File: src/rtl/super_pkg.sv
// Shared constants and types for the CHERI ALU issue arbiter.
package super_pkg;

    localparam int CHERI_ALU_TAG_W = 4;

    typedef enum logic {
        IDLE = 1'b0,
        HOLD = 1'b1
    } arb_state_e;

endpackage : super_pkg

File: src/rtl/cheri_alu_arb_rr_arb2.sv
// Two-input round-robin picker: a lone requester always wins, and a tie goes to ptr_i.
module rr_arb2 (
    input  logic [1:0] req_i,
    input  logic       ptr_i,
    output logic [1:0] gnt_o
);

    assign gnt_o[0] = req_i[0] & (~req_i[1] | ~ptr_i);
    assign gnt_o[1] = req_i[1] & (~req_i[0] |  ptr_i);

endmodule : rr_arb2

File: src/rtl/cheri_alu_arb.sv
// Arbitrates two issue slots onto one CHERI ALU and holds the result until the consumer takes it.
//   state | meaning
//   IDLE  | result register empty, a grant may load it
//   HOLD  | result register holds an undelivered result (rsp_valid_o=1)
module cheri_alu_arb
    import super_pkg::*;
#(
    parameter int TagW   = CHERI_ALU_TAG_W,
    parameter int NumReq = 2
) (
    input  logic                   clk_i,
    input  logic                   rst_i,
    input  logic [NumReq-1:0]      req_valid_i,
    input  logic [NumReq*TagW-1:0] req_tag_i,
    output logic [NumReq-1:0]      req_ready_o,
    input  logic                   flush_i,
    output logic                   alu_en_o,
    output logic                   alu_sel_o,
    output logic                   rsp_valid_o,
    input  logic                   rsp_ready_i,
    output logic                   rsp_src_o,
    output logic [TagW-1:0]        rsp_tag_o,
    output logic [15:0]            stall_cnt_o
);

    arb_state_e      state_q, state_d;
    logic            rr_q, rr_d;
    logic            src_q, src_d;
    logic [TagW-1:0] tag_q, tag_d;
    logic [15:0]     stall_q, stall_d;

    logic [1:0] gnt_raw;
    logic [1:0] gnt;
    logic       slot_free;
    logic       grant_en;
    logic       grant_any;
    logic       sel;

    rr_arb2 u_rr_arb2 (
        .req_i (req_valid_i),
        .ptr_i (rr_q),
        .gnt_o (gnt_raw)
    );

    always_comb begin
        slot_free = (state_q == IDLE) || rsp_ready_i;
        // Reset also masks grants so nothing is launched into the ALU while it clears.
        grant_en  = slot_free && !flush_i && !rst_i;
        gnt       = grant_en ? gnt_raw : 2'b00;
        grant_any = |(req_valid_i & gnt);
        sel       = gnt[1];

        state_d = state_q;
        rr_d    = rr_q;
        src_d   = src_q;
        tag_d   = tag_q;
        stall_d = stall_q;

        if (grant_any) begin
            state_d = HOLD;
            rr_d    = ~sel;
            src_d   = sel;
            tag_d   = sel ? req_tag_i[2*TagW-1:TagW] : req_tag_i[TagW-1:0];
        end else if ((state_q == HOLD) && rsp_ready_i) begin
            state_d = IDLE;
        end

        if (flush_i) begin
            state_d = IDLE;
        end

        if ((|req_valid_i) && !grant_any && (stall_q != 16'hFFFF)) begin
            stall_d = stall_q + 16'd1;
        end
    end

    always_ff @(posedge clk_i) begin
        if (rst_i) begin
            state_q <= IDLE;
            rr_q    <= 1'b0;
            src_q   <= 1'b0;
            tag_q   <= '0;
            stall_q <= '0;
        end else begin
            state_q <= state_d;
            rr_q    <= rr_d;
            src_q   <= src_d;
            tag_q   <= tag_d;
            stall_q <= stall_d;
        end
    end

    assign req_ready_o = gnt;
    assign alu_en_o    = grant_any;
    assign alu_sel_o   = sel;
    assign rsp_valid_o = (state_q == HOLD);
    assign rsp_src_o   = src_q;
    assign rsp_tag_o   = tag_q;
    assign stall_cnt_o = stall_q;

endmodule : cheri_alu_arb

File: config.mk
export PLATFORM = sky130hd
export DESIGN_NAME = cheri_alu_arb
export DESIGN_NICKNAME = d
export VERILOG_FILES = /design/src/rtl/super_pkg.sv /design/src/rtl/cheri_alu_arb_rr_arb2.sv /design/src/rtl/cheri_alu_arb.sv
export SDC_FILE = /design/constraint.sdc
export NUM_CORES = 1
export LEC_CHECK = 0
export CAP_MARGIN = 20
export CORE_UTILIZATION = 49
export CTS_CLUSTER_DIAMETER = 40
export DETAILED_ROUTE_END_ITERATION = 8
export PLACE_DENSITY = 0.83
export RECOVER_POWER = 100
export SYNTH_ARGS = -nofsm -noshare
export SYNTH_HDL_FRONTEND = slang
export SYNTH_SLANG_ARGS = --single-unit
File: constraint.sdc
create_clock -name clk_i -period 3.2 [get_ports clk_i]
set_input_delay 0.32 -clock clk_i [delete_from_list [all_inputs] [get_ports clk_i]]
set_output_delay 0.32 -clock clk_i [all_outputs]
set_load 0.05 [all_outputs]
==> tab_implementation.tex, run 1 <==
\begin{tabular}{lr}
\hline
Metric & Value \\
\hline
\multicolumn{2}{l}{\textbf{Outcome}} \\
Run status & complete, no violations \\
\multicolumn{2}{l}{\textbf{STA}} \\
Clock skew after layout & 0.00227 ns \\
Slew at the pin with the worst max-slew slack & $\sim$0.91 ns \\
FMAX & between 400 and 500 MHz \\
Rel. slew slack & just under 40\% \\
Smallest hold slack & roughly 0.46 ns \\
Final Setup Violations & 0 \\
Final hold viol count & 0 \\
Unrepaired setup endpoints after global routing & no \\
Final critical-path share of the clock period & 78.0\% \\
Max Slew Vio Count & 0 \\
Shortest period the worst path allows & between 2 and 2.5 ns \\
Setup TNS & 0 ns \\
\multicolumn{2}{l}{\textbf{Setup path}} \\
CP Capture Type & primary output \\
Required arrival time at the worst endpoint & about 2.9 ns \\
CP Class & input port to primary output \\
Length in cells of the worst reg-to-reg path & 4 \\
Worst Setup Start Kind & input port \\
Worst reg2reg path endpoint & stall\_cnt\_o[13] \\
Setup slack of the most critical reg-to-reg path & around 1.2 ns \\
Arrival time of the worst setup path & approximately 2.2 ns \\
Maximum fanout encountered on the critical timing path & 8 \\
RR Startpoint & rsp\_valid\_o \\
\multicolumn{2}{l}{\textbf{Route}} \\
Antenna viol nets, final & 0 \\
Total DRC errors in the routed layout & 0 \\
Number of vias after detailed routing & between 1000 and 1500 \\
Initial detailed-routing violation count & 18 \\
Iteration count of the initial detailed-routing pass & 4 \\
Wirelength per Cell & 14.2 µm \\
Via/cell ratio & slightly below 6 \\
Final Routed Wirelength & 3.02 mm \\
\multicolumn{2}{l}{\textbf{Global route}} \\
GRT Resource Usage Total & 23.3\% \\
Maximum number of pins on one net before global-route repair & 32 \\
Initial antenna violation count & 0 \\
Total grt overflow & 0 \\
Number of global-route vias before repair & about 1100 \\
Global-route wire length before repair & between 4 and 5 mm \\
\multicolumn{2}{l}{\textbf{Worst hold path}} \\
Hold Crit Endpoint & rsp\_tag\_o[0] \\
Worst min-delay path class & register to register \\
Launch point of the worst hold path & rsp\_tag\_o[0] \\
Instance count along the most critical hold path & 2 \\
\multicolumn{2}{l}{\textbf{Layout}} \\
Total Nets Final & 198 \\
Count of inserted antenna diode cells & 0 \\
Area growth from synthesis to layout & 31.2\% \\
Layout Cell Area excl Fill & roughly 0.0017 mm² \\
Share of layout cells above drive strength 1 & roughly a tenth \\
\multicolumn{2}{l}{\textbf{Clock network}} \\
CTS tree & done \\
Clock latency on the worst-skew pair & about 0.33 ns \\
Count of cells resized by post-cts repair & 0 \\
Post-CTS repair timing setup buffer count & 0 \\
Clock Root Buffer & sky130\_fd\_sc\_hd\_\_clkbuf\_4 \\
Post-cts hold buffer count & 0 \\
Maximum count of clock buffers along a single path & 2 \\
Number of levels in the clock H-tree & 1 \\
Number of clock buffers inserted by TritonCTS & 3 \\
Sink Count & 23 \\
Clock transition at the registers of the reported paths & between 0.1 and 0.15 ns \\
\multicolumn{2}{l}{\textbf{Pwr}} \\
Total power of the final layout & $\sim$0.55 mW \\
Leakage power summed over all cells & slightly above 0.7 nW \\
PwrDens & approximately 320 mW/mm² \\
Peak supply drop & 0.250 mV \\
\multicolumn{2}{l}{\textbf{Placed design}} \\
Estimated wirelength of the detail-placed design & approximately 2.2 mm \\
Post-detailed-placement cell area & between 0.0015 and 0.002 mm² \\
Routability Congestion & 0.786 \\
Port Buffers & 39 \\
\multicolumn{2}{l}{\textbf{Synth}} \\
Total nets after synthesis & between 150 and 200 \\
Number of storage elements in the synthesis netlist & 23 \\
Area fraction of the dominant cell type after synthesis & a little over a third \\
Mapped Avg Cell Area & 8.90 µm² \\
Synthesized area & approximately 0.0013 mm² \\
Warnings, synthesis & 0 \\
Post-Syn Instances & roughly 150 \\
Leading cell types by total area after synthesis & sky130\_fd\_sc\_hd\_\_dfxtp\_1 35\%, sky130\_fd\_sc\_hd\_\_nor2b\_1 4.8\%, sky130\_fd\_sc\_hd\_\_nor2\_1 4.0\%, sky130\_fd\_sc\_hd\_\_a21oi\_1 3.9\%, sky130\_fd\_sc\_hd\_\_mux2\_1 3.5\% \\
Library cell occupying the most area in the post-synthesis netlist & sky130\_fd\_sc\_hd\_\_dfxtp\_1 \\
Count of unique library cells instantiated by Yosys & 48 \\
Sequential cell area fraction in the yosys report & between 30\% and 40\% \\
\multicolumn{2}{l}{\textbf{Floorplanning}} \\
Die Outline Area & around 0.0029 mm² \\
Width of the die & 53.5 µm \\
Floorplan row count & 18 \\
Initial core utilization & $\sim$52\% \\
Core region area & approximately 0.0025 mm² \\
Height of the die & 53.5 µm \\
I/O Pins & 40 \\
\multicolumn{2}{l}{\textbf{Flow run}} \\
Max-Cap Viols & 0 \\
\hline
\end{tabular}
## state kept, by name, summed over array words and instances, names as in the netlist
signal,cells
stall_cnt_o,16
rsp_tag_o,4
rr_q,1
rsp_src_o,1
rsp_valid_o,1
## worst max path at each step
stage,startpoint,end,slack (ns)
2_1_floorplan,rsp_valid_o,req_ready_o[1],0.94
3_3_place_gp,rsp_ready_i,stall_cnt_o[13],0.89
3_5_place_dp,rsp_ready_i,stall_cnt_o[13],0.85
4_1_cts,flush_i,req_ready_o[1],0.99
5_1_grt,flush_i,req_ready_o[0],0.64
6_report,flush_i,req_ready_o[0],0.70
## layer usage
metal  vias up  GRT usage, %  share of wire (%)
li1        619             -                  -
met1       562          25.8                 45
met2        42          41.9                 47
met3         6          4.60                5.9
met4         0          11.0                1.7
met5         -             0                  0
## cell usage after synthesis, drive strengths merged
| master | n |
|---|---|
| dfxtp | 23 |
| nor2 | 14 |
| a21oi | 11 |
| nor2b | 10 |
| nand2 | 9 |
| mux2 | 8 |
| nor3 | 7 |
| buf | 5 |
| inv | 5 |
| nand3 | 5 |
| a211oi | 4 |
| and3 | 4 |
| and4 | 4 |
| a22oi | 3 |
| clkbuf | 3 |
| nand4 | 3 |
| nor4 | 3 |
| a31oi | 2 |
| o211ai | 2 |
| o31ai | 2 |
| or2 | 2 |
| or4 | 2 |
| a21bo | 1 |
| a311oi | 1 |
| and2 | 1 |
| ha | 1 |
| mux2i | 1 |
| nand2b | 1 |
| nand3b | 1 |
| o2111a | 1 |
| o2111ai | 1 |
| o211a | 1 |
| o21ai | 1 |
| o311ai | 1 |
| o32ai | 1 |
| o41ai | 1 |
| or3 | 1 |
## final cells by class
class                   count  area, µm²
clock buffers               3       22.5
clock inverters             1       5.00
repair buffers             40        405
well taps                  30       37.5
multi-input cells         110        754
fillers                   223        796
inverters                   5       18.8
flip-flops and latches     23        460
## worst max-delay path, stage by stage
cell	delay, ns
sky130_fd_sc_hd__clkdlybuf4s50_1	0.42
sky130_fd_sc_hd__or2_0	0.40
sky130_fd_sc_hd__nor3_1	0.81
sky130_fd_sc_hd__buf_12	0.22
## placed cells by master, fill, tap and decap left out, drive strengths merged, types with 2 or more instances in the layout
cell type,synthesis,routed
dlygate4sd3,0,23
clkdlybuf4s50,0,12
or4,2,2
a22oi,3,3
inv,5,5
buf,5,3
mux2,8,8
nor2,14,14
or2,2,2
dfxtp,23,23
nand2,9,9
a31oi,2,2
nand4,3,3
nor4,3,3
and4,4,4
a211oi,4,4
and3,4,4
nand3,5,5
o211ai,2,2
nor3,7,7
o31ai,2,2
clkbuf,3,5
a21oi,11,11
nor2b,10,10
## report_power, final
part,internal [mW],total [mW],switching (mW)
Clock,0.0470,0.140,0.0929
Combinational,0.0410,0.106,0.0654
Sequential,0.294,0.301,0.00618
## stage by stage
| step | setup slack, ns | std cells | util [%] |
|---|---|---|---|
| after global routing | 0.638 | 212 | 68.2 |
| after global placement | 0.889 | 208 | 68.8 |
| after floorplan | 0.943 | 146 | - |
| after CTS | 0.993 | 212 | 69.9 |
| after detailed placement | 0.850 | 208 | 68.8 |
| final | 0.704 | 212 | 68.2 |
## kinds of logic (layout without fill, tap and decap cells)
family,count (synthesis),in the layout,synth area share (%)
multiplexers,9,9,7.71
adder cells (fa/ha/maj),1,1,0.963
AND/OR/NAND/NOR,67,67,32.1
AO/OA/AOI/OAI,33,33,19.1
buffers and inverters,13,49,4.72
flip-flops,23,23,35.5
Power figures use the tool's default switching activity.
==> inputs of run 2 (changes only) <==
- CORE_UTILIZATION: 49 -> 46
- PLACE_DENSITY: 0.83 -> 0.79
- clock period: 3.2 -> 2.37 ns (I/O delays scaled with it)
==> tab_implementation.tex, run 2 (synthesis gave the netlist of run 1 again) <==
\begin{tabular}{lr}
\hline
Metric & Value \\
\hline
\multicolumn{2}{l}{\textbf{Outcome}} \\
Run status & complete, no violations \\
\multicolumn{2}{l}{\textbf{Setup path}} \\
Length in cells of the worst reg-to-reg path & 5 (+1) \\
Setup slack of the most critical reg-to-reg path & 0.33 ns (-0.84 ns) \\
RR Startpoint & stall\_cnt\_o[0] \\
Arrival time of the worst setup path & 2.29 ns (+0.11 ns) \\
Maximum fanout encountered on the critical timing path & 8 (unchanged) \\
Worst reg2reg path endpoint & stall\_cnt\_o[0] \\
CP Class & input port to register \\
Worst Setup Start Kind & input port \\
Required arrival time at the worst endpoint & 2.57 ns (-0.31 ns) \\
CP Capture Type & register \\
\multicolumn{2}{l}{\textbf{Layout}} \\
Area growth from synthesis to layout & 32.0\% \\
Leading cell type in the layout, fill and taps excluded & sky130\_fd\_sc\_hd\_\_dfxtp\_1 \\
Share of layout cells above drive strength 1 & 10.4\% (+0.49 points) \\
Top library cells by usage in the layout, fill and taps aside & 23 x sky130\_fd\_sc\_hd\_\_dfxtp\_1, 22 x sky130\_fd\_sc\_hd\_\_dlygate4sd3\_1, 14 x sky130\_fd\_sc\_hd\_\_nor2\_1 \\
Area used by multi-input combinational logic & 744 µm² (-1.3\%) \\
Max reg flops & 16 (unchanged) \\
Number of filler cells placed in the layout & 221 (-0.90\%) \\
Count of inserted antenna diode cells & 0 (unchanged) \\
Area of all sequential standard cells & 460 µm² (unchanged) \\
Total Nets Final & 199 (+0.51\%) \\
\multicolumn{2}{l}{\textbf{Worst hold path}} \\
Worst min-delay path class & register to register \\
Hold Crit Endpoint & rsp\_tag\_o[0] \\
Instance count along the most critical hold path & 2 (unchanged) \\
Launch point of the worst hold path & rsp\_tag\_o[0] \\
\multicolumn{2}{l}{\textbf{Route}} \\
Wirelength per Cell & 14.1 µm (-1.0\%) \\
Initial detailed-routing violation count & 33 (+15) \\
Total DRC errors in the routed layout & 0 (unchanged) \\
Via/cell ratio & 6.00 (+3.5\%) \\
Iteration count of the initial detailed-routing pass & 4 (unchanged) \\
Number of vias after detailed routing & 1278 (+4.0\%) \\
Final Routed Wirelength & 3.00 mm (-0.56\%) \\
Antenna viol nets, final & 0 (unchanged) \\
\multicolumn{2}{l}{\textbf{Clock network}} \\
Count of cells resized by post-cts repair & 0 (unchanged) \\
Post-cts hold buffer count & 0 (unchanged) \\
CTS tree & done \\
Sink Count & 23 (unchanged) \\
Clock Root Buffer & sky130\_fd\_sc\_hd\_\_clkbuf\_4 \\
Post-CTS repair timing setup buffer count & 0 (unchanged) \\
Number of levels in the clock H-tree & 1 (unchanged) \\
Number of clock buffers inserted by TritonCTS & 3 (unchanged) \\
Clock latency on the worst-skew pair & 0.30 ns (-0.03 ns) \\
Clock transition at the registers of the reported paths & 0.13 ns (about the same) \\
Maximum count of clock buffers along a single path & 2 (unchanged) \\
\multicolumn{2}{l}{\textbf{Floorplanning}} \\
Width of the die & 55.1 µm (+3.1\%) \\
Initial core utilization & 50.6\% (-1.4 points) \\
Core region area & 0.00257 mm² (+2.7\%) \\
Floorplan row count & 18 (unchanged) \\
I/O Pins & 40 (unchanged) \\
Die Outline Area & 0.00304 mm² (+6.3\%) \\
Height of the die & 55.1 µm (+3.1\%) \\
\multicolumn{2}{l}{\textbf{STA}} \\
Shortest period the worst path allows & 2.09 ns \\
Final Setup Violations & 0 (unchanged) \\
Clock skew after layout & 0.00656 ns (+0.00429 ns) \\
Unrepaired setup endpoints after global routing & no \\
Setup TNS & 0 ns (unchanged) \\
Smallest hold slack & 0.458 ns (-0.000881 ns) \\
Rel. slew slack & 64.5\% (+26 points) \\
FMAX & 479 MHz \\
Slew at the pin with the worst max-slew slack & 0.528 ns (-0.385 ns) \\
Final hold viol count & 0 (unchanged) \\
Final critical-path share of the clock period & a little under 90\% \\
Max Slew Vio Count & 0 (unchanged) \\
\multicolumn{2}{l}{\textbf{Pwr}} \\
Leakage power summed over all cells & 0.702 nW (-0.92\%) \\
Design internal power & 0.521 mW (+36\%) \\
Total power of the final layout & 0.732 mW (+34\%) \\
Peak supply drop & 0.484 mV (+94\%) \\
Total net switching power & 0.211 mW (+28\%) \\
PwrDens & 427 mW/mm² (+33\%) \\
Fraction of power consumed by the clock network & 24.5\% (-1.1 points) \\
Fraction of power consumed by sequential logic & 55.4\% (+0.4 points) \\
Net switching fraction of the power & 28.8\% (-1.3 points) \\
Share of power burned in combinational logic & 20.1\% (+0.6 points) \\
\multicolumn{2}{l}{\textbf{Placed design}} \\
Port Buffers & 39 (unchanged) \\
Routability Congestion & 0.832 (+5.8\%) \\
Estimated wirelength of the detail-placed design & 2.27 mm (+3.3\%) \\
\multicolumn{2}{l}{\textbf{Global route}} \\
Total grt overflow & 0 (unchanged) \\
GRT Resource Usage Total & 21.5\% (-1.9 points) \\
Initial antenna violation count & 0 (unchanged) \\
Maximum number of pins on one net before global-route repair & 32 (unchanged) \\
Number of global-route vias before repair & 1141 (+1.7\%) \\
Global-route wire length before repair & 4.69 mm (-1.6\%) \\
\multicolumn{2}{l}{\textbf{Flow run}} \\
Max-Cap Viols & 0 (unchanged) \\
\hline
\end{tabular}
[run 2: per-stage QoR]
stage          cell area, µm²  setup slack, ns  utilization, %  cells
2_1_floorplan            1300            0.196               -    146
3_3_place_gp             1740            0.351            67.7    209
3_5_place_dp             1740            0.287            67.7    209
4_1_cts                  1770            0.337            68.8    213
5_1_grt                  1710            0.193            66.8    213
6_report                 1710            0.281            66.8    213
[run 2: how the worst max path moves through the flow]
| stage | depth (start not counted) | startpoint | end |
|---|---|---|---|
| floorplan | 4 | rsp_valid_o | req_ready_o[1] |
| global placement | 5 | rst_i | stall_cnt_o[2] |
| detailed placement | 5 | rst_i | stall_cnt_o[13] |
| CTS | 4 | rst_i | req_ready_o[1] |
| global route | 4 | rst_i | req_ready_o[1] |
| finish | 5 | rst_i | stall_cnt_o[13] |
[run 2: power groups by stage]
stage	logic, mW	clock network [mW]	registers (mW)
2_1_floorplan	0.0601	0	0.448
3_3_place_gp	0.154	0	0.414
3_5_place_dp	0.157	0	0.415
4_1_cts	0.157	0.185	0.406
5_1_grt	0.158	0.193	0.407
6_report	0.147	0.179	0.406
[run 2: worst max-delay path, cell delays in order]
cell and delay [ns]:
sky130_fd_sc_hd__clkdlybuf4s50_1 0.52, sky130_fd_sc_hd__or2_0 0.46, sky130_fd_sc_hd__o211ai_1 0.29, sky130_fd_sc_hd__nor4_1 0.41, sky130_fd_sc_hd__mux2_2 0.37
[run 2: final cells by class]
| cell class | count | share of cell area, % |
|---|---|---|
| inverter | 5 | 1.09 |
| tap | 30 | 2.19 |
| clock buffer | 4 | 1.53 |
| multi-input combinational | 110 | 43.4 |
| timing repair buffer | 41 | 24.9 |
| sequential | 23 | 26.9 |
[run 2: routing by layer]
layer  global-route usage, %  wire, µm
met1                    25.4      1290
met2                    38.2      1530
met3                    2.73       140
met4                    9.58        45
met5                       0         0
